**src/rtl/pll_reset_ctrl_if.sv**
```systemverilog
// Signal bundle between the PLL supervision controller and the PLL / system-reset fabric.
// The master side is the controller; the slave side is the PLL, requester and reset consumers.
interface pll_reset_ctrl_if;
  logic       pwrdwn_req;
  logic       pll_locked;
  logic       pll_rst;
  logic       pll_pwrdwn;
  logic       sys_rst_n;
  logic       lock_timeout;
  logic [7:0] retry_count;

  modport master (
    input  pwrdwn_req,
    input  pll_locked,
    output pll_rst,
    output pll_pwrdwn,
    output sys_rst_n,
    output lock_timeout,
    output retry_count
  );

  modport slave (
    output pwrdwn_req,
    output pll_locked,
    input  pll_rst,
    input  pll_pwrdwn,
    input  sys_rst_n,
    input  lock_timeout,
    input  retry_count
  );
endinterface

```
**src/rtl/pll_reset_ctrl.sv**
```systemverilog
// PLL power-up / lock supervisor: pulses PLL RST, qualifies LOCKED, releases the
// system reset and re-initialises the PLL on lock timeout or lock loss.
module pll_reset_ctrl #(
  parameter int RST_PULSE_CYCLES    = 16,
  parameter int LOCK_TIMEOUT_CYCLES = 65536,
  parameter int LOCK_STABLE_CYCLES  = 1024,
  parameter int CNT_W               = 17
) (
  input  logic             clk,
  input  logic             reset_n,
  pll_reset_ctrl_if.master bus
);

  typedef enum logic [2:0] {
    S_RESET     = 3'd0,
    S_WAIT_LOCK = 3'd1,
    S_STABLE    = 3'd2,
    S_RUN       = 3'd3,
    S_PWRDN     = 3'd4
  } state_e;

  localparam logic [CNT_W-1:0] CNT_ZERO = '0;
  localparam logic [CNT_W-1:0] CNT_ONE  = CNT_W'(1);
  localparam logic [CNT_W-1:0] RST_LAST = CNT_W'(RST_PULSE_CYCLES - 1);
  localparam logic [CNT_W-1:0] TO_LAST  = CNT_W'(LOCK_TIMEOUT_CYCLES - 1);
  localparam logic [CNT_W-1:0] STB_LAST = CNT_W'(LOCK_STABLE_CYCLES - 1);

  state_e           state_q, state_d;
  logic [CNT_W-1:0] cnt_q, cnt_d;
  logic             sync1_q, sync2_q;
  logic             pll_rst_q, pll_rst_d;
  logic             pll_pwrdwn_q, pll_pwrdwn_d;
  logic             sys_rst_n_q, sys_rst_n_d;
  logic             lock_timeout_q, lock_timeout_d;
  logic [7:0]       retry_q, retry_d;
  logic             retry_inc;
  logic             lock_s;

  // LOCKED is asynchronous to the reference clock
  assign lock_s = sync2_q;

  always_ff @(posedge clk or negedge reset_n) begin
    if (!reset_n) begin
      state_q        <= S_RESET;
      cnt_q          <= CNT_ZERO;
      sync1_q        <= 1'b0;
      sync2_q        <= 1'b0;
      pll_rst_q      <= 1'b1;
      pll_pwrdwn_q   <= 1'b0;
      sys_rst_n_q    <= 1'b0;
      lock_timeout_q <= 1'b0;
      retry_q        <= 8'd0;
    end else begin
      state_q        <= state_d;
      cnt_q          <= cnt_d;
      sync1_q        <= bus.pll_locked;
      sync2_q        <= sync1_q;
      pll_rst_q      <= pll_rst_d;
      pll_pwrdwn_q   <= pll_pwrdwn_d;
      sys_rst_n_q    <= sys_rst_n_d;
      lock_timeout_q <= lock_timeout_d;
      retry_q        <= retry_d;
    end
  end

  always_comb begin
    state_d        = state_q;
    cnt_d          = cnt_q;
    lock_timeout_d = lock_timeout_q;
    retry_inc      = 1'b0;

    unique case (state_q)
      S_RESET: begin
        if (cnt_q == RST_LAST) begin
          state_d = S_WAIT_LOCK;
          cnt_d   = CNT_ZERO;
        end else begin
          cnt_d = cnt_q + CNT_ONE;
        end
      end
      S_WAIT_LOCK: begin
        // lock wins over a coincident timeout
        if (lock_s) begin
          state_d = S_STABLE;
          cnt_d   = CNT_ZERO;
        end else if (cnt_q == TO_LAST) begin
          state_d        = S_RESET;
          cnt_d          = CNT_ZERO;
          lock_timeout_d = 1'b1;
          retry_inc      = 1'b1;
        end else begin
          cnt_d = cnt_q + CNT_ONE;
        end
      end
      S_STABLE: begin
        if (!lock_s) begin
          state_d = S_WAIT_LOCK;
          cnt_d   = CNT_ZERO;
        end else if (cnt_q == STB_LAST) begin
          state_d = S_RUN;
          cnt_d   = CNT_ZERO;
        end else begin
          cnt_d = cnt_q + CNT_ONE;
        end
      end
      S_RUN: begin
        cnt_d = CNT_ZERO;
        if (!lock_s) begin
          state_d   = S_RESET;
          retry_inc = 1'b1;
        end
      end
      S_PWRDN: begin
        cnt_d = CNT_ZERO;
        if (!bus.pwrdwn_req) state_d = S_RESET;
      end
      default: begin
        state_d = S_RESET;
        cnt_d   = CNT_ZERO;
      end
    endcase

    // power-down request pre-empts any transition decided above
    if (bus.pwrdwn_req) begin
      state_d        = S_PWRDN;
      cnt_d          = CNT_ZERO;
      lock_timeout_d = lock_timeout_q;
      retry_inc      = 1'b0;
    end

    retry_d = retry_q;
    if (retry_inc && (retry_q != 8'hFF)) retry_d = retry_q + 8'd1;

    // outputs registered from the next state so they change on the entering edge
    pll_rst_d    = (state_d == S_RESET) || (state_d == S_PWRDN);
    pll_pwrdwn_d = (state_d == S_PWRDN);
    sys_rst_n_d  = (state_d == S_RUN);
  end

  assign bus.pll_rst      = pll_rst_q;
  assign bus.pll_pwrdwn   = pll_pwrdwn_q;
  assign bus.sys_rst_n    = sys_rst_n_q;
  assign bus.lock_timeout = lock_timeout_q;
  assign bus.retry_count  = retry_q;

endmodule

```
**src/flat_wrapper.sv**
```systemverilog
// flat-port wrapper written by rule: the top's interface ports become plain ports
module pll_reset_ctrl_flat 
#(
  parameter int RST_PULSE_CYCLES    = 16,
  parameter int LOCK_TIMEOUT_CYCLES = 65536,
  parameter int LOCK_STABLE_CYCLES  = 1024,
  parameter int CNT_W               = 17
)
  (clk, reset_n, bus_pwrdwn_req, bus_pll_locked, bus_pll_rst, bus_pll_pwrdwn, bus_sys_rst_n, bus_lock_timeout, bus_retry_count);
  pll_reset_ctrl_if bus_i ();
  input  logic clk;
  input  logic reset_n;
  input wire logic [$bits(bus_i.pwrdwn_req)-1:0] bus_pwrdwn_req;
  input wire logic [$bits(bus_i.pll_locked)-1:0] bus_pll_locked;
  output wire logic [$bits(bus_i.pll_rst)-1:0] bus_pll_rst;
  output wire logic [$bits(bus_i.pll_pwrdwn)-1:0] bus_pll_pwrdwn;
  output wire logic [$bits(bus_i.sys_rst_n)-1:0] bus_sys_rst_n;
  output wire logic [$bits(bus_i.lock_timeout)-1:0] bus_lock_timeout;
  output wire logic [$bits(bus_i.retry_count)-1:0] bus_retry_count;
  assign bus_i.pwrdwn_req = bus_pwrdwn_req;
  assign bus_i.pll_locked = bus_pll_locked;
  assign bus_pll_rst = bus_i.pll_rst;
  assign bus_pll_pwrdwn = bus_i.pll_pwrdwn;
  assign bus_sys_rst_n = bus_i.sys_rst_n;
  assign bus_lock_timeout = bus_i.lock_timeout;
  assign bus_retry_count = bus_i.retry_count;
  pll_reset_ctrl #(.RST_PULSE_CYCLES(RST_PULSE_CYCLES), .LOCK_TIMEOUT_CYCLES(LOCK_TIMEOUT_CYCLES), .LOCK_STABLE_CYCLES(LOCK_STABLE_CYCLES), .CNT_W(CNT_W)) u_core (.clk(clk), .reset_n(reset_n), .bus(bus_i));
endmodule
```
**config.mk**
```make
export PLATFORM = sky130hd
export DESIGN_NAME = pll_reset_ctrl_flat
export DESIGN_NICKNAME = d
export VERILOG_FILES = /design/src/rtl/pll_reset_ctrl_if.sv /design/src/rtl/pll_reset_ctrl.sv /design/src/flat_wrapper.sv
export SDC_FILE = /design/constraint.sdc
export NUM_CORES = 1
export LEC_CHECK = 0
export ABC_AREA = 1
export CORE_ASPECT_RATIO = 1.5
export CORE_MARGIN = 2
export CORE_UTILIZATION = 46
export CTS_CLUSTER_SIZE = 28
export DETAILED_ROUTE_END_ITERATION = 7
export GPL_TIMING_DRIVEN = 0
export HOLD_SLACK_MARGIN = 0.12
export PLACE_DENSITY = 0.69
export SYNTH_ARGS = -nofsm -noshare
export SYNTH_HDL_FRONTEND = slang
export SYNTH_SLANG_ARGS = --single-unit
```
**constraint.sdc**
```tcl
create_clock -name clk -period 3.2 [get_ports clk]
set_clock_uncertainty 0.15 [all_clocks]
set_input_delay 0.32 -clock clk [delete_from_list [all_inputs] [get_ports clk]]
set_output_delay 0.32 -clock clk [all_outputs]
set_load 0.01 [all_outputs]
```
==> out/metrics.csv, run 1 <==
metric;value;unit
status;finished, final reports clean;
maxCapViolCount;0;
area_growth;16.2;%
place_inst;296;
fillCellCount;369;
ys_async_sr_fraction;100;%
min_path_type;reg -> reg;
netlist_instances;236;
synthDominantCellAreaShare;44.1;%
crit_path_frequent_cell;nand2_1;
required;3270;ps
cts_tree;built;
syn-num-nets;244;
yosysWarnings;0;
slew_headroom;49.5;%
antennaDiodeCount;0;
clockRootBuffer;clkbuf_8;
worstSkewPairLatency;290;ps
min_period_over_period;78.2;%
synth_ff_type;dfrtp_1;
fin_setup_tns;0;ps
regToRegStartpoint;u_core.cnt_q[0];
min_period;2500;ps
r2r_cells;15;
vias_per_cell;5.08;
min_to;u_core.lock_s;
rows;28;
synth_commonest_cells;nand2_1 (50), inv_1 (38), dfrtp_1 (33), nor2_1 (30), nand3_1 (26);
start_util;47.8;%
totalWireLength;3.56;mm
criticalPathCategory;reg -> reg;
pwr-share-comb;3.6;%
crit_fanout;7;
grt_pass1_wl;6.31;mm
drv_slew;0;
synth_edf_count;0;
synth_most_common_cell;nand2_1;
clock_path_buffers;2;
nets;267;
gp_congestion;0.916;
layoutNonFillerInstCount;305;
drc;0;
hold_violations;0;
wl_per_cell;11.7;um
p_int;0.615;mW
vias;1549;
path_cells;ha_1, nand2_1, inv_1, nand2_1, nor2_4, nand2_1, nor2_2, nand4_1, inv_1, ha_1, nand3_1, nand2_2, nand2_4, nor2_2, xor2_1;
endpoint_kind;register;
dieArea;4610;um2
grt_antenna_before_repair;0;
synth.largest_area_cell;dfrtp_1;
ys_ff_latch;34;
io_pins;16;
final-seq-area;852;um2
coreArea;3920;um2
h-tree-depth;2;
netlist_area;1870;um2
first_iter_violations;25;
dp_hpwl;2.62;mm
yosys-top-cells-area;dfrtp_1 (44%), nand2_1 (10%), inv_1 (7.6%);
cellLeakagePower;1.10;nW
numCtsBuffers;5;
worstPathArrival;2570;ps
drt_pass1_iterations;4;
swShare;22.5;%
r2r-end;u_core.bus.retry_count[4];
syn_avg_cell_area;7.94;um2
tightest_slew;757;ps
cts.clk_slew.worst_paths;70;ps
grt_util_all_layers;17.9;%
rsz0062_at_grt;no;
p_clk_share;41.5;%
r2r_slack;700;ps
fp.dieH;82.2;um
crit_slowest_cell;dfrtp_1;
worstHoldStart;u_core.sync1_q;
synth.distinct_cells;27;
worst_setup_path_start_kind;register;
antenna_left;0;
cts.sinks;34;
grt_pass1_vias;1465;
power_frac_seq;54.9;%
crit_path_max_incr_delay;380;ps
multi_input_area;868;um2
grt_max_degree;35;
min_path_cells;0;
io_buffers;15;
power.density;364;nW/um2
irDropWorstVdd;0.000317;V
ys_seq_area_share;45.5;%
fp.dieW;56.1;um
drive_above_1_share;8.08;%
setup_violations;0;
grt_overflow;0;
clock.fmax;0.400;GHz
power_switching;0.178;mW
what timing repair did:
item | 4_1_cts | 5_1_grt
resized for setup | 0 | 0
buffers inserted | 0 | 0
hold buffers | 1 | 0
endpoints found under the hold margin | 33 | 0
metal layers:
metal	up-vias	track usage, %	wire (um)
met2	28	32.1	1820
met1	725	19.4	1550
met4	0	8.33	69
met3	6	5.14	121
met5	-	0	0
li1	790	-	-
worst max path at each step:
stage / startpoint / endpoint
2_1_floorplan: u_core.cnt_q[0] / u_core.bus.retry_count[4]
3_3_place_gp: u_core.cnt_q[0] / u_core.bus.retry_count[4]
3_5_place_dp: u_core.cnt_q[0] / u_core.bus.retry_count[4]
4_1_cts: u_core.cnt_q[0] / u_core.bus.retry_count[4]
5_1_grt: u_core.cnt_q[0] / u_core.bus.retry_count[4]
6_report: u_core.cnt_q[0] / u_core.bus.retry_count[4]
logic make-up (layout without fill, tap and decap cells):
kind of cell / Yosys count / count (layout) / synth area share (%)
DFF: 34 / 34 / 45.5
buffers and inverters: 41 / 65 / 8.21
xor gates and xnor gates: 15 / 15 / 7.01
adders and majority gates: 4 / 4 / 2.67
and+or+nand+nor: 135 / 135 / 34.5
AOI/OAI and AO/OA: 7 / 7 / 2.14
layout make-up:
type	instances	share of cell area (%)
multi-input combinational	161	39.9
timing repair buffer	16	7.13
clock buffer	7	3.97
clock inverter	1	0.230
inverter	39	6.72
buffer	2	0.345
tap	45	2.59
sequential	34	39.1
worst max-delay path: cells and delay by family (launching register included):
family	cells	cell delay (ps)
and+or+nand+nor	10	1270
DFF	1	380
adders and majority gates	2	340
buffers and inverters	2	150
xor gates and xnor gates	1	140
power by group through the flow:
stage	logic (mW)	registers (mW)	clock network (mW)
4_1_cts	0.0294	0.435	0.341
6_report	0.0282	0.435	0.329
3_3_place_gp	0.0289	0.443	0
2_1_floorplan	0.0113	0.443	0
3_5_place_dp	0.0284	0.443	0
5_1_grt	0.0336	0.436	0.357
metrics by stage:
step           total power [mW]  util, %  cell area [um2]  setup slack (ps)  hold WS (ps)
2_1_floorplan             0.455        -             1870              1030          -126
3_3_place_gp              0.472     53.0             2080               701           181
3_5_place_dp              0.472     52.9             2080               684           202
4_1_cts                   0.806     55.5             2180               666           216
5_1_grt                   0.826     55.5             2180               430           221
6_report                  0.793     55.5             2180               697           211
layout by cell type, fill, tap and decap left out, types with 6 or more instances in the layout:
cell type and instances:
clkdlybuf4s50_1 14, nor3_1 7, nor2_1 30, nand2_1 50
clkbuf_8 6, dfrtp_1 33, nand3_1 26, inv_1 38
nand4_1 7, xor2_1 11
sequential cells by signal, summed over array words and instances (netlist names):
register / cells
u_core.bus.lock_timeout: 1
u_core.bus.pll_pwrdwn: 1
u_core.bus.pll_rst: 1
u_core.bus.retry_count: 8
u_core.bus.sys_rst_n: 1
u_core.cnt_q: 17
u_core.lock_s: 1
u_core.state_q: 3
u_core.sync1_q: 1
Note: power is estimated with default switching activity, not from simulation.
==> inputs of run 2 (changes only) <==
- clock period: 3.2 -> 2.4 ns (I/O delays scaled with it)
==> run 2 against run 1 <==
Net effect:
- count of clock-buffer cells in the layout unchanged
- combinational power increased by 46%
- cell count grew 3.0%
- worst hold slack improved by 1.5 ps
- power up 35%
- non-clock buffer count rose by 9
- clock power rose by 36%
- worst setup slack got worse by 570 ps
- sequential power up 33%
==> out/metrics.csv, run 2 (synthesis results as in run 1) <==
metric;value;unit;change
irDropWorstVdd;0.000425;V;+34%
power_frac_seq;54.3;%;-0.6 points
grt_util_all_layers;18.1;%;+0.27 points
criticalPathCategory;reg -> reg;;
coreArea;3920;um2;unchanged
placed_cell_area;2080;um2;unchanged
cellLeakagePower;1.18;nW;+7.1%
gp_congestion;0.916;;unchanged
slew_headroom;50.3;%;+0.73 points
tightest_slew;746;ps;-10.9 ps
min_to;u_core.lock_s;;
fp.dieW;56.1;um;unchanged
dp_hpwl;2.62;mm;unchanged
grt.busiest_layer;met2;;
h-tree-depth;2;;unchanged
worstPathArrival;2300;ps;-270 ps
cts.sinks;34;;unchanged
clock.fmax;0.441;GHz;+10%
setup_ws;131;ps;-567 ps
layout_common_cells;nand2_1 (47), inv_1 (36), dfrtp_1 (33);;
drv_slew;0;;unchanged
crit_fanout;4;;-3
power;1.07;mW;+35%
regMostFlops;u_core.cnt_q;;
swShare;23.2;%;+0.73 points
met3_usage;5.14;%;unchanged
post-route-util;59.0;%;+3.5 points
power_switching;0.248;mW;+39%
min_path_type;reg -> reg;;
r2r_cells;16;;+1
cts.clk_slew.worst_paths;70;ps;about the same
cts_tree;built;;
largest_reg_flops;17;;unchanged
regToRegStartpoint;u_core.cnt_q[0];;
layoutNonFillerInstCount;314;;+3.0%
dieArea;4610;um2;unchanged
grt_antenna_before_repair;0;;unchanged
area_growth;23.4;%;
rows;28;;unchanged
drc;0;;unchanged
r2r_slack;130;ps;-570 ps
pwr-share-comb;3.8;%;+0.2 points
clock_path_buffers;2;;unchanged
grt.met2_usage;32.6;%;+0.47 points
drive_above_1_share;14.5;%;+6.4 points
setup_violations;0;;unchanged
min_path_cells;0;;unchanged
wl_per_cell;11.9;um;+1.8%
worst_setup_path_start_kind;register;;
endpoint_kind;register;;
worstSkewPairLatency;290;ps;about the same
status;finished, final reports clean;;
grt_overflow;0;;unchanged
antenna_left;0;;unchanged
nets;276;;+3.4%
start_util;47.8;%;unchanged
min_period;2270;ps;-233 ps
fp.dieH;82.2;um;unchanged
worstHoldStart;u_core.sync1_q;;
drt_pass1_iterations;4;;unchanged
required;2430;ps;-840 ps
p_clk_share;41.9;%;+0.4 points
cp-startpoint;u_core.cnt_q[0];;
maxCapViolCount;0;;unchanged
stdcell_area;2310;um2;+6.3%
vias_per_cell;5.05;;-0.61%
antennaDiodeCount;0;;unchanged
io_buffers;15;;unchanged
dp_slack;-116;ps;-800 ps
holdWs;212;ps;+1.49 ps
grt_pass1_wl;6.40;mm;+1.4%
clockRootBuffer;clkbuf_8;;
min_period_over_period;94.6;%;+16 points
power.density;462;nW/um2;+27%
r2r-end;u_core.bus.sys_rst_n;;
final_common_cell;nand2_1;;
path_cells;ha_2, nand2_1, inv_2, nand2_4, nor2_4, nand2_4, nor2_4, nand4_1, inv_2, ha_4, nor2_1, nand2_1, o21a_1, nand3_2, nand2_2, nor2_1;;
first_iter_violations;37;;+48%
p_int;0.821;mW;+34%
io_pins;16;;unchanged
hold_violations;0;;unchanged
met1_usage;19.8;%;+0.40 points
fin_setup_tns;0;ps;unchanged
place_inst;296;;unchanged
crit_path_max_incr_delay;360;ps;-20 ps
crit_slowest_cell;dfrtp_1;;
grt_max_degree;35;;unchanged
totalWireLength;3.73;mm;+4.8%
vias;1585;;+2.3%
grt_pass1_vias;1489;;+1.6%
numCtsBuffers;5;;unchanged
run 2: cell count changes in the layout (fill, tap and decap cells not counted), sizes merged:
cell,change
buf,+9
run 2: how the worst max path moves through the flow:
stage | depth (start not counted) | end | slack (ps)
2_1_floorplan | 15 | u_core.bus.retry_count[4] | 230
3_3_place_gp | 15 | u_core.bus.retry_count[4] | -100
3_5_place_dp | 15 | u_core.bus.retry_count[4] | -120
4_1_cts | 16 | u_core.bus.sys_rst_n | 30
5_1_grt | 16 | u_core.bus.sys_rst_n | -20
6_report | 16 | u_core.bus.sys_rst_n | 130
run 2: power groups by stage:
stage	registers [mW]	logic, mW	clock network (mW)
3_3_place_gp	0.591	0.0386	0
5_1_grt	0.581	0.0487	0.478
4_1_cts	0.580	0.0404	0.455
2_1_floorplan	0.591	0.0151	0
3_5_place_dp	0.591	0.0379	0
6_report	0.580	0.0411	0.448
run 2: layout make-up:
type                            count  area [um2]
Multi-Input combinational cell    161         937
Clock inverter                      1        5.00
Fill cell                         360        1610
Inverter                           39         146
Timing Repair Buffer               25         223
Sequential cell                    34         852
Buffer                              2        7.51
Clock buffer                        7        86.3
Tap cell                           45        56.3
run 2: timing repair:
item                                   CTS  global route
hold buffers                             1             0
endpoints found under the hold margin   33             0
setup endpoints to repair               21            27
setup buffers                            4             5
resized for setup                        4            12
pin swaps                                3             5
run 2: critical path: cells and delay by family, from the launching register on:
family	cells	cell delay, ps
AO/OA/AOI/OAI	1	150
adder cells (fa/ha/maj)	2	320
buffers and inverters	2	180
flip-flops	1	360
AND/OR/NAND/NOR	11	1000
run 2: routing by layer:
| metal | share of wire, % | vias up |
|---|---|---|
| li1 | - | 806 |
| met1 | 43 | 742 |
| met2 | 51 | 28 |
| met3 | 3.4 | 9 |
| met4 | 2.6 | 0 |
| met5 | 0 | - |
